`src/rtl/vliw_issue_scoreboard_pkg.sv`:
```
// -----------------------------------------------------------------------------
// vliw_sb_pkg
// Shared constants for the VLIW issue scoreboard. It holds the register file
// geometry, the slot numbering of the six-slot bundle, the default
// write-back latencies per slot, and a small latency-merge helper.
// There are no ports: this is a package.
// -----------------------------------------------------------------------------
package vliw_sb_pkg;

  localparam int NREG  = 32;
  localparam int REG_W = 5;
  localparam int NSLOT = 6;
  localparam int CW    = 4;

  // Destination index NSLOT is the MUL low-half destination (dst2).
  localparam int NDST  = NSLOT + 1;

  localparam int SLOT_ADD = 0;
  localparam int SLOT_MUL = 1;
  localparam int SLOT_FPA = 2;
  localparam int SLOT_FPM = 3;
  localparam int SLOT_LU  = 4;
  localparam int SLOT_MEM = 5;

  localparam int LAT_ADD_DEF = 4;
  localparam int LAT_MUL_DEF = 13;
  localparam int LAT_FPA_DEF = 4;
  localparam int LAT_FPM_DEF = 4;
  localparam int LAT_LU_DEF  = 1;
  localparam int LAT_MEM_DEF = 2;

  typedef logic [REG_W-1:0] regNum_t;
  typedef logic [CW-1:0]    cnt_t;

  // When several destinations hit one register, the longest write-back wins.
  function automatic cnt_t maxLat(input cnt_t a, input cnt_t b);
    return (a > b) ? a : b;
  endfunction

endpackage

```
`src/rtl/vliw_issue_scoreboard_if.sv`:
```
// -----------------------------------------------------------------------------
// vliw_issue_scoreboard_if
// Connects the decode stage to the issue scoreboard.
//   bundle_valid / bundle_ready : issue handshake (issue = valid & ready)
//   src_a, src_b, *_en           : per-slot source registers
//   dst, dst_en, dst2, dst2_en   : per-slot destinations plus the MUL low half
//   busy_vec, illegal_bundle,
//   stall_cycles                 : scoreboard status back to the core
// The master modport is the decode side. The slave modport is the scoreboard.
// -----------------------------------------------------------------------------
interface vliw_issue_scoreboard_if;
  import vliw_sb_pkg::*;

  logic                          bundle_valid;
  logic                          bundle_ready;
  logic [NSLOT-1:0][REG_W-1:0]   src_a;
  logic [NSLOT-1:0][REG_W-1:0]   src_b;
  logic [NSLOT-1:0]              src_a_en;
  logic [NSLOT-1:0]              src_b_en;
  logic [NSLOT-1:0][REG_W-1:0]   dst;
  logic [NSLOT-1:0]              dst_en;
  logic [REG_W-1:0]              dst2;
  logic                          dst2_en;
  logic [NREG-1:0]               busy_vec;
  logic                          illegal_bundle;
  logic [15:0]                   stall_cycles;

  modport master (
    output bundle_valid, src_a, src_b, src_a_en, src_b_en, dst, dst_en, dst2, dst2_en,
    input  bundle_ready, busy_vec, illegal_bundle, stall_cycles
  );

  modport slave (
    input  bundle_valid, src_a, src_b, src_a_en, src_b_en, dst, dst_en, dst2, dst2_en,
    output bundle_ready, busy_vec, illegal_bundle, stall_cycles
  );

endinterface

```
`src/rtl/vliw_issue_scoreboard_sb_reg_counter.sv`:
```
// -----------------------------------------------------------------------------
// sb_reg_counter
// Write-back countdown for one tracked register.
//   clk, rst  : clock, synchronous active-high reset
//   load, lat : load the counter with lat (load has priority over decrement)
//   count     : current countdown value
//   busy      : count != 0
//   srcHold   : a reader of this register must still wait
// Configuration macro VLIW_SB_BYPASS_EN: when it is defined, srcHold drops at
// count == 1 because the write-back is forwarded. When it is not defined,
// srcHold drops only at count == 0.
// -----------------------------------------------------------------------------
module sb_reg_counter
  import vliw_sb_pkg::*;
(
  input  logic  clk,
  input  logic  rst,
  input  logic  load,
  input  cnt_t  lat,
  output cnt_t  count,
  output logic  busy,
  output logic  srcHold
);

  localparam cnt_t CNT_ZERO = {CW{1'b0}};
  localparam cnt_t CNT_ONE  = {{(CW-1){1'b0}}, 1'b1};

  cnt_t cnt_r;
  cnt_t cntNext_s;
  logic busy_r;
  logic hold_r;

  // Next countdown value: load wins over decrement, and the counter stops at zero.
  always_comb begin
    cntNext_s = cnt_r;
    if (load) begin
      cntNext_s = lat;
    end else if (cnt_r != CNT_ZERO) begin
      cntNext_s = cnt_r - CNT_ONE;
    end else begin
      cntNext_s = cnt_r;
    end
  end

  // Counter and its status flags are registered together, so they never disagree.
  always_ff @(posedge clk) begin
    if (rst) begin
      cnt_r  <= CNT_ZERO;
      busy_r <= 1'b0;
      hold_r <= 1'b0;
    end else begin
      cnt_r  <= cntNext_s;
      busy_r <= (cntNext_s != CNT_ZERO);
`ifdef VLIW_SB_BYPASS_EN
      hold_r <= (cntNext_s > CNT_ONE);
`else
      hold_r <= (cntNext_s != CNT_ZERO);
`endif
    end
  end

  assign count   = cnt_r;
  assign busy    = busy_r;
  assign srcHold = hold_r;

endmodule

```
`src/rtl/vliw_issue_scoreboard.sv`:
```
// -----------------------------------------------------------------------------
// vliw_issue_scoreboard
// Register scoreboard and issue interlock for the six-slot VLIW core.
//   clk, rst : clock, synchronous active-high reset
//   sb       : slave side of vliw_issue_scoreboard_if (bundle in, ready and
//              status out)
// A bundle is held back (bundle_ready = 0) by a RAW hazard on any enabled
// source, or by a WAW hazard on any enabled destination. A WAW hazard exists
// when the pending count of the destination is >= the latency of the new write.
// R0 is never tracked.
// Configuration macro VLIW_SB_BYPASS_EN: when it is defined, sources whose
// write-back lands on the issue edge count as ready. This is handled inside
// sb_reg_counter.
// -----------------------------------------------------------------------------
module vliw_issue_scoreboard
  import vliw_sb_pkg::*;
#(
  parameter int LAT_ADD = LAT_ADD_DEF,
  parameter int LAT_MUL = LAT_MUL_DEF,
  parameter int LAT_FPA = LAT_FPA_DEF,
  parameter int LAT_FPM = LAT_FPM_DEF,
  parameter int LAT_LU  = LAT_LU_DEF,
  parameter int LAT_MEM = LAT_MEM_DEF
)
(
  input  logic                    clk,
  input  logic                    rst,
  vliw_issue_scoreboard_if.slave  sb
);

  localparam regNum_t R0       = {REG_W{1'b0}};
  localparam cnt_t    CNT_ZERO = {CW{1'b0}};

  // Latency of destination index d. Index NSLOT is the MUL low half.
  function automatic cnt_t dstLat(input int d);
    case (d)
      SLOT_ADD: return CW'(LAT_ADD);
      SLOT_MUL: return CW'(LAT_MUL);
      SLOT_FPA: return CW'(LAT_FPA);
      SLOT_FPM: return CW'(LAT_FPM);
      SLOT_LU:  return CW'(LAT_LU);
      SLOT_MEM: return CW'(LAT_MEM);
      NSLOT:    return CW'(LAT_MUL);
      default:  return CNT_ZERO;
    endcase
  endfunction

  cnt_t     [NREG-1:0]  cnt_s;
  logic     [NREG-1:0]  busy_s;
  logic     [NREG-1:0]  hold_s;
  regNum_t  [NDST-1:0]  dReg_s;
  logic     [NDST-1:0]  dLive_s;
  logic                 hazard_s;
  logic                 collide_s;
  logic                 issue_s;
  logic                 illegal_r;
  logic     [15:0]      stall_r;

  assign dReg_s = {sb.dst2, sb.dst};

  // A destination counts only if it is enabled and is not R0.
  always_comb begin
    dLive_s = {NDST{1'b0}};
    for (int d = 0; d < NDST; d++) begin
      dLive_s[d] = (d == NSLOT) ? (sb.dst2_en && dReg_s[d] != R0)
                                : (sb.dst_en[d] && dReg_s[d] != R0);
    end
  end

  // RAW and WAW interlock. It does not depend on bundle_valid.
  always_comb begin
    hazard_s = 1'b0;
    for (int s = 0; s < NSLOT; s++) begin
      hazard_s = hazard_s | (sb.src_a_en[s] && sb.src_a[s] != R0 && hold_s[sb.src_a[s]]);
      hazard_s = hazard_s | (sb.src_b_en[s] && sb.src_b[s] != R0 && hold_s[sb.src_b[s]]);
    end
    for (int d = 0; d < NDST; d++) begin
      hazard_s = hazard_s | (dLive_s[d] && cnt_s[dReg_s[d]] >= dstLat(d));
    end
  end

  // Detects when two live destinations of the bundle target the same register.
  always_comb begin
    collide_s = 1'b0;
    for (int i = 0; i < NDST; i++) begin
      for (int j = i + 1; j < NDST; j++) begin
        collide_s = collide_s | (dLive_s[i] && dLive_s[j] && dReg_s[i] == dReg_s[j]);
      end
    end
  end

  assign issue_s = sb.bundle_valid && !hazard_s;

  assign cnt_s[0]  = CNT_ZERO;
  assign busy_s[0] = 1'b0;
  assign hold_s[0] = 1'b0;

  for (genvar r = 1; r < NREG; r++) begin : gReg
    cnt_t lat_s;

    // Latency loaded into this register: the maximum over all live destinations that hit it.
    always_comb begin
      lat_s = CNT_ZERO;
      for (int d = 0; d < NDST; d++) begin
        lat_s = (dLive_s[d] && dReg_s[d] == REG_W'(r)) ? maxLat(lat_s, dstLat(d)) : lat_s;
      end
    end

    sb_reg_counter uCnt (
      .clk     (clk),
      .rst     (rst),
      .load    (issue_s && lat_s != CNT_ZERO),
      .lat     (lat_s),
      .count   (cnt_s[r]),
      .busy    (busy_s[r]),
      .srcHold (hold_s[r])
    );
  end

  // Illegal-bundle pulse (one cycle after issue) and saturating stall count.
  always_ff @(posedge clk) begin
    if (rst) begin
      illegal_r <= 1'b0;
      stall_r   <= 16'h0000;
    end else begin
      illegal_r <= issue_s && collide_s;
      if (sb.bundle_valid && hazard_s && stall_r != 16'hFFFF) begin
        stall_r <= stall_r + 16'h0001;
      end else begin
        stall_r <= stall_r;
      end
    end
  end

  assign sb.bundle_ready   = !hazard_s;
  assign sb.busy_vec       = busy_s;
  assign sb.illegal_bundle = illegal_r;
  assign sb.stall_cycles   = stall_r;

endmodule

```
`src/flat_wrapper.sv`:
```
// flat-port wrapper written by rule: the top's interface ports become plain ports
module vliw_issue_scoreboard_flat import vliw_sb_pkg::*;
#(
  parameter int LAT_ADD = LAT_ADD_DEF,
  parameter int LAT_MUL = LAT_MUL_DEF,
  parameter int LAT_FPA = LAT_FPA_DEF,
  parameter int LAT_FPM = LAT_FPM_DEF,
  parameter int LAT_LU  = LAT_LU_DEF,
  parameter int LAT_MEM = LAT_MEM_DEF
)
  (clk, rst, sb_bundle_valid, sb_src_a, sb_src_b, sb_src_a_en, sb_src_b_en, sb_dst, sb_dst_en, sb_dst2, sb_dst2_en, sb_bundle_ready, sb_busy_vec, sb_illegal_bundle, sb_stall_cycles);
  vliw_issue_scoreboard_if sb_i ();
  input  logic clk;
  input  logic rst;
  input wire logic [$bits(sb_i.bundle_valid)-1:0] sb_bundle_valid;
  input wire logic [$bits(sb_i.src_a)-1:0] sb_src_a;
  input wire logic [$bits(sb_i.src_b)-1:0] sb_src_b;
  input wire logic [$bits(sb_i.src_a_en)-1:0] sb_src_a_en;
  input wire logic [$bits(sb_i.src_b_en)-1:0] sb_src_b_en;
  input wire logic [$bits(sb_i.dst)-1:0] sb_dst;
  input wire logic [$bits(sb_i.dst_en)-1:0] sb_dst_en;
  input wire logic [$bits(sb_i.dst2)-1:0] sb_dst2;
  input wire logic [$bits(sb_i.dst2_en)-1:0] sb_dst2_en;
  output wire logic [$bits(sb_i.bundle_ready)-1:0] sb_bundle_ready;
  output wire logic [$bits(sb_i.busy_vec)-1:0] sb_busy_vec;
  output wire logic [$bits(sb_i.illegal_bundle)-1:0] sb_illegal_bundle;
  output wire logic [$bits(sb_i.stall_cycles)-1:0] sb_stall_cycles;
  assign sb_i.bundle_valid = sb_bundle_valid;
  assign sb_i.src_a = sb_src_a;
  assign sb_i.src_b = sb_src_b;
  assign sb_i.src_a_en = sb_src_a_en;
  assign sb_i.src_b_en = sb_src_b_en;
  assign sb_i.dst = sb_dst;
  assign sb_i.dst_en = sb_dst_en;
  assign sb_i.dst2 = sb_dst2;
  assign sb_i.dst2_en = sb_dst2_en;
  assign sb_bundle_ready = sb_i.bundle_ready;
  assign sb_busy_vec = sb_i.busy_vec;
  assign sb_illegal_bundle = sb_i.illegal_bundle;
  assign sb_stall_cycles = sb_i.stall_cycles;
  vliw_issue_scoreboard #(.LAT_ADD(LAT_ADD), .LAT_MUL(LAT_MUL), .LAT_FPA(LAT_FPA), .LAT_FPM(LAT_FPM), .LAT_LU(LAT_LU), .LAT_MEM(LAT_MEM)) u_core (.clk(clk), .rst(rst), .sb(sb_i));
endmodule
```
`config.mk`:
```
export PLATFORM = sky130hd
export DESIGN_NAME = vliw_issue_scoreboard_flat
export DESIGN_NICKNAME = d
export VERILOG_FILES = /design/src/rtl/vliw_issue_scoreboard_pkg.sv /design/src/rtl/vliw_issue_scoreboard_if.sv /design/src/rtl/vliw_issue_scoreboard_sb_reg_counter.sv /design/src/rtl/vliw_issue_scoreboard.sv /design/src/flat_wrapper.sv
export SDC_FILE = /design/constraint.sdc
export NUM_CORES = 1
export LEC_CHECK = 0
export CORE_MARGIN = 2
export CORE_UTILIZATION = 30
export CTS_BUF_LIST = sky130_fd_sc_hd__clkbuf_2 sky130_fd_sc_hd__clkbuf_4 sky130_fd_sc_hd__clkbuf_8
export DETAILED_ROUTE_END_ITERATION = 6
export HOLD_SLACK_MARGIN = 0.03
export MAX_ROUTING_LAYER = met4
export PLACE_DENSITY_LB_ADDON = 0.2
export SETUP_SLACK_MARGIN = 0.2
export SLEW_MARGIN = 20
export SYNTH_ARGS = -nofsm -noshare
export SYNTH_HDL_FRONTEND = slang
export SYNTH_HIERARCHICAL = 1
export SYNTH_SLANG_ARGS = --single-unit
```
`constraint.sdc`:
```
create_clock -name clk -period 5.78 [get_ports clk]
set_input_delay 0.867 -clock clk [delete_from_list [all_inputs] [get_ports clk]]
set_output_delay 0.867 -clock clk [all_outputs]
set_load 0.02 [all_outputs]
```
==> results.txt, run 1 <==
The run finished with clean final reports. VDD sags by at most 0.1800 mV. At the worst endpoint, the required time is 4.91 ns. After synthesis the netlist holds a flip-flop and latch count of 172. For the total CTS buffers, the log shows 17.

The logs give 4 for the number of antenna violations at the first check in global routing and 0.009517 µW for the standby leakage power. In the routed design, unresolved DRC markers number 0. The dominant synthesized flop cell was dfxtp_1.

For this design, the CTS-stage hold fixing added 0 buffers. The clock slew at the register clock pins of the worst setup and hold paths came out at 0.12 ns. The number of ports placed on the die boundary is 167. TritonCTS built the clock tree. Among all stages on the critical path, the largest delay is contributed by clkdlybuf4s50_1. The via count of the first global-routing pass was 21940; the worst slew slack as a fraction of its limit was 25.92%. Summing all multi-input logic gate instances after layout gives 15820 µm². Leaving out fill and tap cells, the most frequent cell in the layout is nand2_1. The tools report the max-slew violation total from the final report as 0.

The final critical path time including I/O delays and setup works out to 5.404 ns. Cells with a size suffix above 1 make up 19.50% of the layout. Leading area contributor after synthesis: dfxtp_1.

The total count of hold-check failures in the final report is 0, and the longest individual stage delay on the worst path is 0.71 ns. Setup repair after global routing left no endpoint under its margin. The logs give 2936 for the net count reported at finish and 22880 for the vias after detailed routing. After detailed routing, the average wire length per cell comes to 27.65 µm. Count of routing violations after the opening detailed-route iteration: 2526. The signal on the critical path passes through clkdlybuf4s50_1, buf_4, mux4_2, or3_1, nand3_1, o211ai_1, nor4_1, buf_4, and4_1, clkdlybuf4s50_1. The logs give 5 for the first-pass detailed-route iteration total and 172 for the clock net sink count.

The combined flip-flop and latch cell area is 3443 µm², and the detail-routed via count per cell is 6.209. Setup violations remaining at the end of the flow were counted as 0. Global routing used 29.03% of the available tracks across all layers. Fmax: 185.0 MHz. Of all nets on the critical path, the largest fanout is 14. Summed over all layers, the global routing overflow is 0. In the finished design, the share of the clock period the worst path needs comes to 93.50%. Across all register-to-register paths, the minimum setup slack is 1.14 ns. During synthesis, Yosys emitted a total of 6 warnings. The core occupancy in the finished layout is 35.57%.

The count of H-tree levels built during CTS was 4. Summed over its instances, the top area cell type makes up 16.65% of the synthesized netlist area. The tools report the post-detailed-placement half-perimeter wirelength as 79260 µm.

After floorplanning, the core was sized to cover 68470 µm². The worst setup path is captured at an output pin. The worst setup path is of the in2out kind. Routability-driven placement finished with a final weighted congestion of 1.030. Clock skew on the completed layout was measured at 0.02713 ns.

The tightest min-delay check is of the reg2reg type. Entering global routing, the biggest net connects 73 pins. Relative area change from synthesis to final layout: 17.76%. The fill cell instance count of the final layout is 7117, and the gate count of the mapped netlist is 2607. Clock tree synthesis selected as its root buffer the cell clkbuf_8. In this run the post-CTS setup repair buffer count came out at 0. After floorplanning, the core was divided into 96 placement rows. The measured slew at the worst slew-check pin is 1.107 ns, and the async set-or-reset flop fraction in the synthesized netlist is 0%.

When the netlist entered floorplanning its net count stood at 2756. The initial standard-cell utilization of the core was 30.20%. The full die area came out at 71050 µm². The mapped netlist covers 20680 µm². In the layout the commonest cells are nand2_1 (317), nor2_1 (289), buf_4 (181), dfxtp_1 (172), clkdlybuf4s50_1 (158).

The clock passes through at most 2 buffers. Max capacitance violation total: 0. The detail route stage leaves a number of antenna-violating nets equal to 0.

STA puts the critical path data arrival time at 4.54 ns. The run gives 83 as the count of different cell masters after synthesis. The number of enable flip-flop cells after synthesis was 0; the count of buffers inserted at the top-level ports was 165. On the critical path the largest part of the delay comes from buffers and inverters.

The first global-routing pass estimated 147800 µm of wire. The die is 266.6 µm tall. The insertion delay of the later-clocked pin in the worst-skew pair is 0.58 ns. The tools report the element type at the critical path start as a primary input.

The power density relative to cell area came out at 412.3 nW/µm². The tools report the proportion of synthesized chip area in sequential cells as 16.65%. Together, buffers and inverters on the worst path number 4. The final layout contains routed wiring with a total length of 101900 µm.

The run gives 0 ns as the sum of negative setup slack. Sorting the synthesized cells by area gives the leading types as dfxtp_1 (17%), mux4_2 (16%), nand2_1 (5.8%). The synthesized area per cell is 7.932 µm². The floorplan step set the die width to 266.6 µm.
## layout make-up
type | instances | area share (%)
timing repair buffer | 351 | 12.73
sequential | 172 | 14.14
tap | 882 | 4.531
clock buffer | 17 | 0.9607
clock inverter | 15 | 0.6833
antenna | 3 | 0.03083
inverter | 127 | 1.957
multi-input combinational | 2118 | 64.97
## registers in the layout, indices dropped and copies added, names as in the netlist
signal,cells
u_core/gReg.uCnt/count,124
u_core/sb.illegal_bundle,1
u_core/gReg.uCnt/srcHold,31
u_core/sb.stall_cycles,16
## tightest hold or removal path, delay by kind of cell, from the launching register on
family          cells  cell delay, ns
flops               1            0.35
compound gates      2            0.12
## path summary, 6_finish.rpt
| check | startpoint | end | cells after the start |
|---|---|---|---|
| setup / recovery | sb_dst[25] | sb_bundle_ready | 10 |
| hold / removal | u_core/sb.stall_cycles[3] | u_core/sb.stall_cycles[3] | 2 |
| setup reg to reg | u_core/gReg[1].uCnt/srcHold | u_core/gReg[4].uCnt/srcHold | 15 |
| hold reg to reg | u_core/sb.stall_cycles[3] | u_core/sb.stall_cycles[3] | 2 |
## cell families after synthesis
family	share of synthesized area (%)
flip-flops	16.65
buffers and inverters	6.885
adder cells (fa/ha/maj)	1.936
XOR/XNOR	7.073
multiplexers	22.43
other	0.01813
AND/OR/NAND/NOR	25.38
AO/OA/AOI/OAI	19.63
## layer usage
layer	global-route usage, %	wire (µm)	vias to the layer above
met5	-	0	-
met4	11.95	4462	0
met3	7.307	10670	262
met2	44.03	44910	1444
met1	36.74	41860	11180
li1	-	-	9996
## Yosys cell counts, drive strengths merged (20+ instances only)
library cell,number
clkbuf,87
a21oi,123
nor2,289
mux2i,55
nand2,318
a221oi,20
o22ai,56
buf,103
xor2,54
nand2b,27
mux2,61
or3,37
nor3b,42
nand4,24
ha,32
a31oi,73
a211oi,20
nor4,37
nand3,58
nor3,69
inv,126
dfxtp,172
mux4,150
o21ai,79
nor2b,96
xnor2,113
a211o,35
a21o,33
o31ai,44
## report_power, final
group | total [µW] | internal (µW) | leakage (µW) | switching (µW)
sequential | 2960 | 1610 | 0.00142 | 1340
combinational | 6160 | 3130 | 0.00790 | 3020
clock | 928 | 362 | 0.000200 | 566
total | 10000 | 5110 | 0.00952 | 4930
## what timing repair did
action                                  CTS  global route
hold endpoints to repair                  0             0
gates resized for setup                   1             2
endpoints found under the setup margin    1             1
## per-stage QoR
| step | hold slack [ns] | instance area, µm² | power, µW | setup slack (ns) | cells |
|---|---|---|---|---|---|
| 2_1_floorplan | 0.5590 | 20680 | 6826 | 1.515 | 2607 |
| 6_report | 0.5033 | 24350 | 10040 | 0.3755 | 3685 |
| 4_1_cts | 0.5050 | 24340 | 9927 | 0.2567 | 3682 |
| 3_5_place_dp | 0.4883 | 23940 | 8952 | 0.1668 | 3650 |
| 5_1_grt | 0.5337 | 24350 | 10640 | 0.2547 | 3685 |
| 3_3_place_gp | 0.4747 | 23940 | 8867 | 0.2636 | 3650 |
Power figures use the tool's default switching activity.
==> run 2: changes to the inputs <==
--- a/config.mk
+++ b/config.mk
@@ -5,7 +5,7 @@
 export SDC_FILE = /design/constraint.sdc
 export NUM_CORES = 1
 export LEC_CHECK = 0
-export CORE_MARGIN = 2
+export CORE_MARGIN = 3
 export CORE_UTILIZATION = 30
 export CTS_BUF_LIST = sky130_fd_sc_hd__clkbuf_2 sky130_fd_sc_hd__clkbuf_4 sky130_fd_sc_hd__clkbuf_8
 export DETAILED_ROUTE_END_ITERATION = 6
==> results.txt, run 2 (synthesis results as in run 1) <==
The flow ran to the end, and the final reports show no timing, DRC or antenna violations. The count of routing violations after the opening detailed-route iteration was 2858; the die outline height was 268.6 µm. The final critical path time including I/O delays and setup is 5.476 ns, and the clock net sink count is 172. The path class of the tightest hold or removal check is reg2reg. The core area is 67750 µm². The total CTS buffers is 17, and the final setup skew is 0.02554 ns.

The run gives 145800 µm as the global-route wire length before repair. Prior to clock tree synthesis, the placed netlist has a worst setup slack of 0.06231 ns. The worst-case IR drop observed on VDD is 0.1591 mV.

Final RePlAce weighted congestion: 1.015. Measured along the x axis, the die boundary spans 268.6 µm. For this run, design rule violations remaining after detail routing come to 0. The global-route usage over all layers was 28.19%; the fmax was 182.6 MHz. The via count of the first global-routing pass is 21420, and the number of cells in the design after placement is 3643. The tools report the number of antenna violations at the first check in global routing as 4. Summed over all layers, the routed wires come to 101400 µm. For this design the static power due to leakage is 0.009523 µW. The HPWL after detailed placement is 78770 µm. The largest buffer count on any clock path is 2, and the power density relative to cell area is 404.7 nW/µm². Leaving out filler cells and counting taps, the final layout contains 3678. Along the worst path, the maximum fanout reaches 11. Headroom to the max-slew limit came out at 21.67%. Across all hold checks on the routed design, the worst slack comes to 0.5058 ns.

In the finished design, the share of the clock period the worst path needs comes to 94.74%. At the worst endpoint, the arrival time is 4.61 ns. Insertion delay of the later-clocked pin in the worst-skew pair: 0.58 ns. In the layout the commonest cells are nand2_1 (317), nor2_1 (289), buf_4 (182), dfxtp_1 (172), clkdlybuf4s50_1 (157). The measured slew at the worst slew-check pin was 1.168 ns; the count of antenna-violating nets left after detailed routing was 0. Cells with a size suffix above 1 make up 19.66% of the layout. The initial standard-cell utilization of the core came out at 30.52%. The remaining global-route overflow was 0. The tools report the vias after detailed routing as 22850.

During I/O placement, the number of pins put on the boundary was 167. The first detailed-routing pass took 6 iterations. Relative to the synthesized area, the layout overhead comes to 17.75%.

The die covers 72120 µm². Max-cap violations in this run came to 0. The H-tree was split into 4 levels.

The max-slew violation total from the final report is 0. For the final setup slack of the worst path, the log shows 0.3038 ns. Flip-flop count of the largest register after layout: 124.

For the buffer count from post-CTS setup fixing, the log shows 0. The number of rows in the core area came out at 95. The count of hold buffers inserted by post-cts repair was 0; the clock slew at the register clock pins of the worst setup and hold paths was 0.10 ns. Dividing the detail-routed via count by the number of cells gives 6.213. The library cell used most frequently in the layout, excluding fill and tap cells, is nand2_1. TritonCTS built the clock tree. For the worst setup path, the data required time is 4.91 ns. Setup violations remaining at the end of the flow were counted as 0. In the final routed layout, each cell accounts on average for 27.58 µm. The cell sitting at the root of the clock tree is a clkbuf_8.

STA classifies the critical path endpoint as an output pin. The count of buffers inserted at the top-level ports came out at 165. At the end of the flow, the number of nets in the layout was 2938.

In the final timing run, aggregate negative setup slack is 0 ns. Cells fill 35.94% of the core in the end. Pin count of the biggest net entering global routing: 107. The category of the most critical setup path is in2out. For the total count of hold-check failures in the final report, the log shows 0. STA classifies the critical path startpoint as a primary input. Setup repair after global routing left no endpoint under its margin.
-- run 2: power by group --
part	switching (µW)	leakage, µW	internal (µW)
logic	2870	0.00792	3080
clock network	563	0.000186	326
registers	1400	0.00142	1610
total	4830	0.00952	5020
-- run 2: repair_timing --
action	4_1_cts	5_1_grt
cloned	0	0
resized for setup	2	3
setup endpoints to repair	1	1
-- run 2: cell type report --
cell class / count / area (µm²)
diodes: 3 / 7.507
clock buffers: 18 / 247.7
clock inverters: 14 / 127.6
fillers: 7071 / 43400
inverters: 127 / 476.7
multi-input cells: 2118 / 15830
flip-flops and latches: 172 / 3443
well taps: 873 / 1092
repair buffers: 353 / 3123
-- run 2: final timing paths --
| check | from | end | slack [ns] | depth (start not counted) |
|---|---|---|---|---|
| setup / recovery | sb_src_b[26] | sb_bundle_ready | 0.30 | 9 |
| hold / removal | u_core/sb.stall_cycles[14] | u_core/sb.stall_cycles[14] | 0.51 | 2 |
| setup reg to reg | u_core/gReg[20].uCnt/srcHold | u_core/gReg[9].uCnt/srcHold | 1.16 | 15 |
| hold reg to reg | u_core/sb.stall_cycles[14] | u_core/sb.stall_cycles[14] | 0.51 | 2 |
-- run 2: per-layer routing --
layer	part of all wire, %	wire length [µm]	GRT usage, %
met5	0	0	-
met4	3.9	3987	10.57
met3	9.7	9882	5.749
met2	44	45070	43.24
met1	42	42490	36.65
-- run 2: through the flow --
| step | total power, µW | instance area, µm² |
|---|---|---|
| 6_report | 9856 | 24350 |
| 5_1_grt | 10430 | 24350 |
| 4_1_cts | 9736 | 24330 |
| 3_5_place_dp | 8812 | 23960 |
| 3_3_place_gp | 8735 | 23960 |
| 2_1_floorplan | 6826 | 20680 |
-- run 2: critical path, stage by stage --
cell and delay, ns:
clkdlybuf4s50_1 0.76, mux4_2 0.38, mux4_2 0.46, nand2b_1 0.15, o311ai_1 0.09, o21ai_0 0.31, nor4_1 0.45, and4_2 0.47
clkdlybuf4s50_1 0.65
==> RTL edit 1 (settings of run 1) <==
Build with the macro `VLIW_SB_BYPASS_EN` defined.
--- a/src/rtl/vliw_issue_scoreboard_sb_reg_counter.sv
+++ b/src/rtl/vliw_issue_scoreboard_sb_reg_counter.sv
@@ -11,4 +11,6 @@
 // srcHold drops only at count == 0.
 // -----------------------------------------------------------------------------
+`define VLIW_SB_BYPASS_EN
+
 module sb_reg_counter
   import vliw_sb_pkg::*;
Check against the original RTL: not equivalent (a bounded check fails within 4 cycles, from zero or initial values and one cycle with rst high).
==> RTL edit 1 against run 1 <==
- total power is 8.0% higher
- cell area is 7.1% higher
- worst setup slack better by 0.20 ns
- area after synthesis is 4.7% higher
- sequential cell count is 31 higher
- clock power is 75% higher
- routed wire length is 3.2% higher
- cell count is 5.0% higher
- critical endpoint unchanged
- largest power group unchanged
==> RTL edit 1: results (changes against run 1) <==
| Metric | Value |
|---|---|
| Reg-to-reg slack, setup | `1.22 ns (was 1.14 ns)` |
| Final Skew | `0.02711 ns (was 0.02713 ns)` |
| Initial antenna violation count | `3 (was 4)` |
| Worst EP arrival | `4.34 ns (was 4.54 ns)` |
| Root buffer cell | `clkbuf_8 (unchanged)` |
| Tot GR Track Use | `0.2823 (was 0.2903)` |
| IO Port Bufs | `165 (unchanged)` |
| CTS buffer count | `40 (was 17)` |
| Asr flop ratio synth | `0 (unchanged)` |
| Hpwl dp | `81.61 mm (was 79.26 mm)` |
| Clk slew on worst S/H paths | `0.05 ns (was 0.12 ns)` |
| Path category of the worst min-delay check | `reg2reg (unchanged)` |
| Slew HR | `0.2239 (was 0.2592)` |
| Largest fanout on the critical path | `9 (was 14)` |
| Sequential fraction of the synthesis area | `0.1877 (was 0.1665)` |
| Max FFs per register | `124 (unchanged)` |
| Dpl cells | `3,805 (was 3,650)` |
| Largest net degree at the start of global routing | `104 (was 73)` |
| 1st-pass router iterations | `6 (was 5)` |
| Status | `complete, no violations (unchanged)` |
| Leak Pwr | `9.929 nW (was 9.517 nW)` |
| Yosys warnings | `6 (unchanged)` |
| H-tree Lvls | `2 (was 4)` |
| DR vias | `23,580 (was 22,880)` |
| Layout fillers | `7,360 (was 7,117)` |
| Area contributors post-synth | `dfxtp_1, mux4_2, nor2_1 (was dfxtp_1, mux4_2, nand2_1)` |
| 1st-iter DRT viols | `2,374 (was 2,526)` |
| Final Non-Filler Cells | `3,871 (was 3,685)` |
| Clock tree buffer depth | `3 (was 2)` |
| Worst-skew pair later-pin latency | `0.61 ns (was 0.58 ns)` |
| First-pass GRT wire length | `153.1 mm (was 147.8 mm)` |
| Distinct cells, synth | `89 (was 83)` |
| Nets | `3,046 (was 2,936)` |
| Commonest cells post-synth | `nor2_1, nand2_1, dfxtp_1 (was nand2_1, nor2_1, dfxtp_1)` |
| M2 GR Usage | `0.4342 (was 0.4403)` |
| GRT met1 Usage | `0.3605 (was 0.3674)` |
| Number of setup buffers added after CTS | `0 (unchanged)` |
| Slowest cell on the critical path | `clkdlybuf4s50_1 (unchanged)` |
| Global-route met3 utilization | `0.05386 (was 0.07307)` |
| DR WL/cell | `27.18 um (was 27.65 um)` |
| Synth Net Count | `2,826 (was 2,756)` |
| Vias in the first global route | `23,150 (was 21,940)` |
| Post-synth EDFFs | `0 (unchanged)` |
| Maximum vdd drop | `0.0002540 V (was 0.0001800 V)` |
| Fraction of layout cells with a size suffix above 1 | `0.1940 (was 0.1950)` |
| CP max stage delay | `0.88 ns (was 0.71 ns)` |
| Synth Instances | `2,677 (was 2,607)` |
| Min Hold Slack | `0.5003 ns (was 0.5033 ns)` |
| GP Congestion | `1.012 (was 1.030)` |
## RTL edit 1: cell count changes after synthesis, moves of 35 or more
cell	before	now
a31oi_1	73	37
nand2_1	317	224
nor2_1	289	251
o31ai_1	44	9
o211ai_1	8	83
inv_1	92	199
## RTL edit 1: per-layer routing
| layer | up-vias | share of wire | routed length (um) |
|---|---|---|---|
| met5 | - | 0 | 0 |
| met4 | 0 | 0.046 | 4840 |
| met3 | 255 | 0.090 | 9491 |
| met2 | 1281 | 0.45 | 47300 |
| met1 | 11640 | 0.41 | 43570 |
| li1 | 10410 | - | - |
## RTL edit 1: cells by family (layout without fill, tap and decap cells)
group	Yosys count	count (layout)	synth area share
adder cells (fa/ha/maj)	32	32	0.01850
flip-flops	203	203	0.1877
multiplexers	230	230	0.1810
other	1	5	0.0001732
XOR/XNOR	136	136	0.05503
buffers and inverters	388	628	0.06878
AO/OA/AOI/OAI	612	612	0.2196
AND/OR/NAND/NOR	1075	1075	0.2692
## RTL edit 1: timing repair
action / CTS / global route
setup endpoints to repair: 1 / 1
pin swaps: 0 / 1
endpoints found under the hold margin: 0 / 0
resized for setup: 1 / 2
## RTL edit 1: worst max-delay path: cells and delay by family
family	cells	cell delay [ns]
buf+inv	4	1.48
compound gates	3	0.77
simple gates	4	1.22
## RTL edit 1: where the power goes
part	switching, mW	internal, mW
sequential	1.31	1.96
clock	0.664	0.951
combinational	3.01	2.94
total	4.99	5.86
## RTL edit 1: stage by stage
step	total power, mW	setup WS (ns)	instance area (um^2)
floorplan	6.781	1.195	21650
global placement	8.974	0.03633	25210
detailed placement	9.097	0.09152	25210
CTS	10.77	0.2030	26060
global route	11.46	0.5133	26070
finish	10.84	0.5709	26070
## RTL edit 1: final timing paths
kind	startpoint	to	cells after the start
setup / recovery	sb_dst[21]	sb_bundle_ready	11
hold reg to reg	u_core/sb.stall_cycles[8]	u_core/sb.stall_cycles[8]	2
setup reg to reg	u_core/gReg[30].uCnt/srcHold	u_core/gReg[28].uCnt/busy	15
hold / removal	u_core/sb.stall_cycles[8]	u_core/sb.stall_cycles[8]	2
## RTL edit 1: final cells by class
type	instances	area share
inverter	230	0.03311
antenna	4	0.0003839
tap	950	0.04559
clock buffer	54	0.02683
clock inverter	8	0.005567
timing repair buffer	336	0.1151
multi-input combinational	2086	0.6175
sequential	203	0.1559
==> RTL edit 2 (flow settings as in run 1) <==
Without the edit above. Reset style: asynchronous (`rst`), changed in 2 clocked blocks. Comments in the files are not updated.
--- a/src/rtl/vliw_issue_scoreboard_sb_reg_counter.sv
+++ b/src/rtl/vliw_issue_scoreboard_sb_reg_counter.sv
@@ -44,5 +44,5 @@
 
   // Counter and its status flags are registered together, so they never disagree.
-  always_ff @(posedge clk) begin
+  always_ff @(posedge clk or posedge rst) begin
     if (rst) begin
       cnt_r  <= CNT_ZERO;
--- a/src/rtl/vliw_issue_scoreboard.sv
+++ b/src/rtl/vliw_issue_scoreboard.sv
@@ -119,5 +119,5 @@
 
   // Illegal-bundle pulse (one cycle after issue) and saturating stall count.
-  always_ff @(posedge clk) begin
+  always_ff @(posedge clk or posedge rst) begin
     if (rst) begin
       illegal_r <= 1'b0;
Function: changed (Yosys sat finds a counterexample within 4 cycles, from zero or initial values and one cycle with rst high; the reset may be asserted at any time).
==> RTL edit 2 against run 1 <==
- cell area fell by 3.7%
- sequential share of layout area is 4.2 points higher
- total power fell by 14%
- sequential cell count unchanged
- area after synthesis down 3.6%
- routed wire length fell by 7.5%
- first-iteration DRC count is 11% lower
- worst setup slack better by 0.057 ns
- die area down 3.5%
- largest cell class unchanged
==> RTL edit 2: results (changes against run 1) <==
| Metric | Value |
|---|---|
| Largest net degree at the start of global routing | `32 (was 73)` |
| Initial antenna violation count | `4 (unchanged)` |
| Final Skew | `0.02376 ns (was 0.02713 ns)` |
| Slowest cell on the critical path | `o41ai_1 (was clkdlybuf4s50_1)` |
| Worst EP arrival | `5.75 ns (was 4.54 ns)` |
| Maximum vdd drop | `0.0002188 V (was 0.0001800 V)` |
| Worst-skew pair later-pin latency | `0.55 ns (was 0.58 ns)` |
| Slew HR | `0.3342 (was 0.2592)` |
| Fraction of layout cells with a size suffix above 1 | `0.1855 (was 0.1950)` |
| GP Congestion | `1.100 (was 1.030)` |
| Max FFs per register | `124 (unchanged)` |
| Nets | `2,626 (was 2,936)` |
| Post-synthesis mux area share | `0.2355 (was 0.2243)` |
| CP max stage delay | `0.73 ns (was 0.71 ns)` |
| Leak Pwr | `9.245 nW (was 9.517 nW)` |
| Largest family of logic cells by synthesized area | `simple AND/OR/NAND/NOR gates (unchanged)` |
| CTS buffer count | `17 (unchanged)` |
| Clk slew on worst S/H paths | `0.10 ns (was 0.12 ns)` |
| Sequential fraction of the synthesis area | `0.2158 (was 0.1665)` |
| Vias per inst | `6.062 (was 6.209)` |
| Commonest cells post-synth | `nand2_1, nor2_1, dfrtp_1 (was nand2_1, nor2_1, dfxtp_1)` |
| Post-synth EDFFs | `0 (unchanged)` |
| DR WL/cell | `28.08 um (was 27.65 um)` |
| 1st-iter DRT viols | `2,239 (was 2,526)` |
| Final WL | `94.25 mm (was 101.9 mm)` |
| Post-synthesis compound-gate area fraction | `0.1447 (was 0.1963)` |
| Yosys warnings | `6 (unchanged)` |
| Synth Net Count | `2,467 (was 2,756)` |
| First-pass GRT wire length | `135.3 mm (was 147.8 mm)` |
| Asr flop ratio synth | `1.000 (was 0)` |
| Vias in the first global route | `20,090 (was 21,940)` |
| Path category of the worst min-delay check | `reg2reg (unchanged)` |
| 1st-pass router iterations | `6 (was 5)` |
| IO Port Bufs | `165 (unchanged)` |
| Post-synth top area share | `0.2158 (was 0.1665)` |
| Crit path max-delay family | `simple AND/OR/NAND/NOR gates (was buffers and inverters)` |
| Root buffer cell | `clkbuf_8 (unchanged)` |
| H-tree Lvls | `4 (unchanged)` |
| Synth Flop Type | `dfrtp_1 (was dfxtp_1)` |
| Clock tree buffer depth | `2 (unchanged)` |
| Avg Cell Area, Syn | `8.603 um^2 (was 7.932 um^2)` |
| Tot GR Track Use | `0.2793 (was 0.2903)` |
| Dpl cells | `3,321 (was 3,650)` |
| Hpwl dp | `73.34 mm (was 79.26 mm)` |
| Synth Area in Adders | `0.02008 (was 0.01936)` |
| Distinct cells, synth | `80 (was 83)` |
| Area contributors post-synth | `dfrtp_1, mux4_2, mux2i_1 (was dfxtp_1, mux4_2, nand2_1)` |
| Status | `complete, no violations (unchanged)` |
| Post-synthesis xor/xnor area fraction | `0.06544 (was 0.07073)` |
| Largest fanout on the critical path | `20 (was 14)` |
RTL edit 2: logic make-up (layout without fill, tap and decap cells):
family,Yosys count,in the layout
compound gates,430,430
xor+xnor,149,149
fa+ha+maj,32,32
buf+inv,333,505
flops,172,172
mux,302,302
other cells,1,4
simple gates,899,899
RTL edit 2: per-stage QoR:
stage	area, um^2	power, mW	hold slack [ns]	setup WS (ns)
floorplan	19940	5.862	0.5867	1.199
global placement	23000	7.455	0.4875	-0.1299
detailed placement	23000	7.598	0.4890	-0.1573
CTS	23430	8.563	0.4965	0.2259
global route	23450	9.159	0.5246	0.5242
finish	23450	8.607	0.5098	0.4322
RTL edit 2: worst reg2reg max path, stage by stage, from the launching register on:
cell and delay, ns:
dfrtp_1 0.75, mux4_2 0.63, mux4_2 0.48, o211ai_1 0.38, o311ai_1 0.19, nor4_2 0.64
and4bb_2 0.41, buf_4 0.16, nand2_2 0.08, buf_12 0.22, a41oi_1 0.18, buf_4 0.17
mux2_2 0.35, or4_1 0.53
RTL edit 2: report_power, final:
part | total, mW | switching [mW] | internal (mW)
Sequential | 2.94 | 1.22 | 1.72
Combinational | 4.75 | 2.41 | 2.33
Clock | 0.919 | 0.536 | 0.383
Total | 8.61 | 4.17 | 4.44
RTL edit 2: layout make-up:
type | instances | area, um^2
flip-flops and latches | 172 | 4304
clock inverters | 13 | 143.9
multi-input cells | 1813 | 14200
repair buffers | 319 | 2868
diodes | 3 | 7.507
clock buffers | 19 | 261.5
well taps | 864 | 1081
fillers | 6712 | 42300
inverters | 154 | 578.1
RTL edit 2: final timing paths:
| path | slack [ns] | end | from | cells after the start |
|---|---|---|---|---|
| worst max-delay path | 0.43 | u_core/gReg[14].uCnt/srcHold | sb_dst[1] | 15 |
| worst min-delay path | 0.51 | u_core/sb.stall_cycles[2] | u_core/sb.stall_cycles[2] | 1 |
| worst max register to register | 0.49 | u_core/gReg[14].uCnt/srcHold | u_core/gReg[15].uCnt/srcHold | 13 |
| worst min register to register | 0.51 | u_core/sb.stall_cycles[2] | u_core/sb.stall_cycles[2] | 1 |
| max in group asynchronous | 4.32 | u_core/sb.stall_cycles[7] | rst | 3 |
| min in group asynchronous | 0.53 | u_core/gReg[21].uCnt/count[0] | rst | 2 |
RTL edit 2: routing by layer:
layer	vias to the layer above	track usage	routed length [um]
li1	8845	-	-
met1	10100	0.3496	38170
met2	1167	0.4358	42830
met3	238	0.05382	8685
met4	0	0.1275	4566
met5	-	-	0
RTL edit 2: timing repair:
item / CTS / global route
endpoints found under the setup margin: 1 / 1
resized for setup: 5 / 5
pin swaps: 3 / 2
setup buffers: 1 / 0
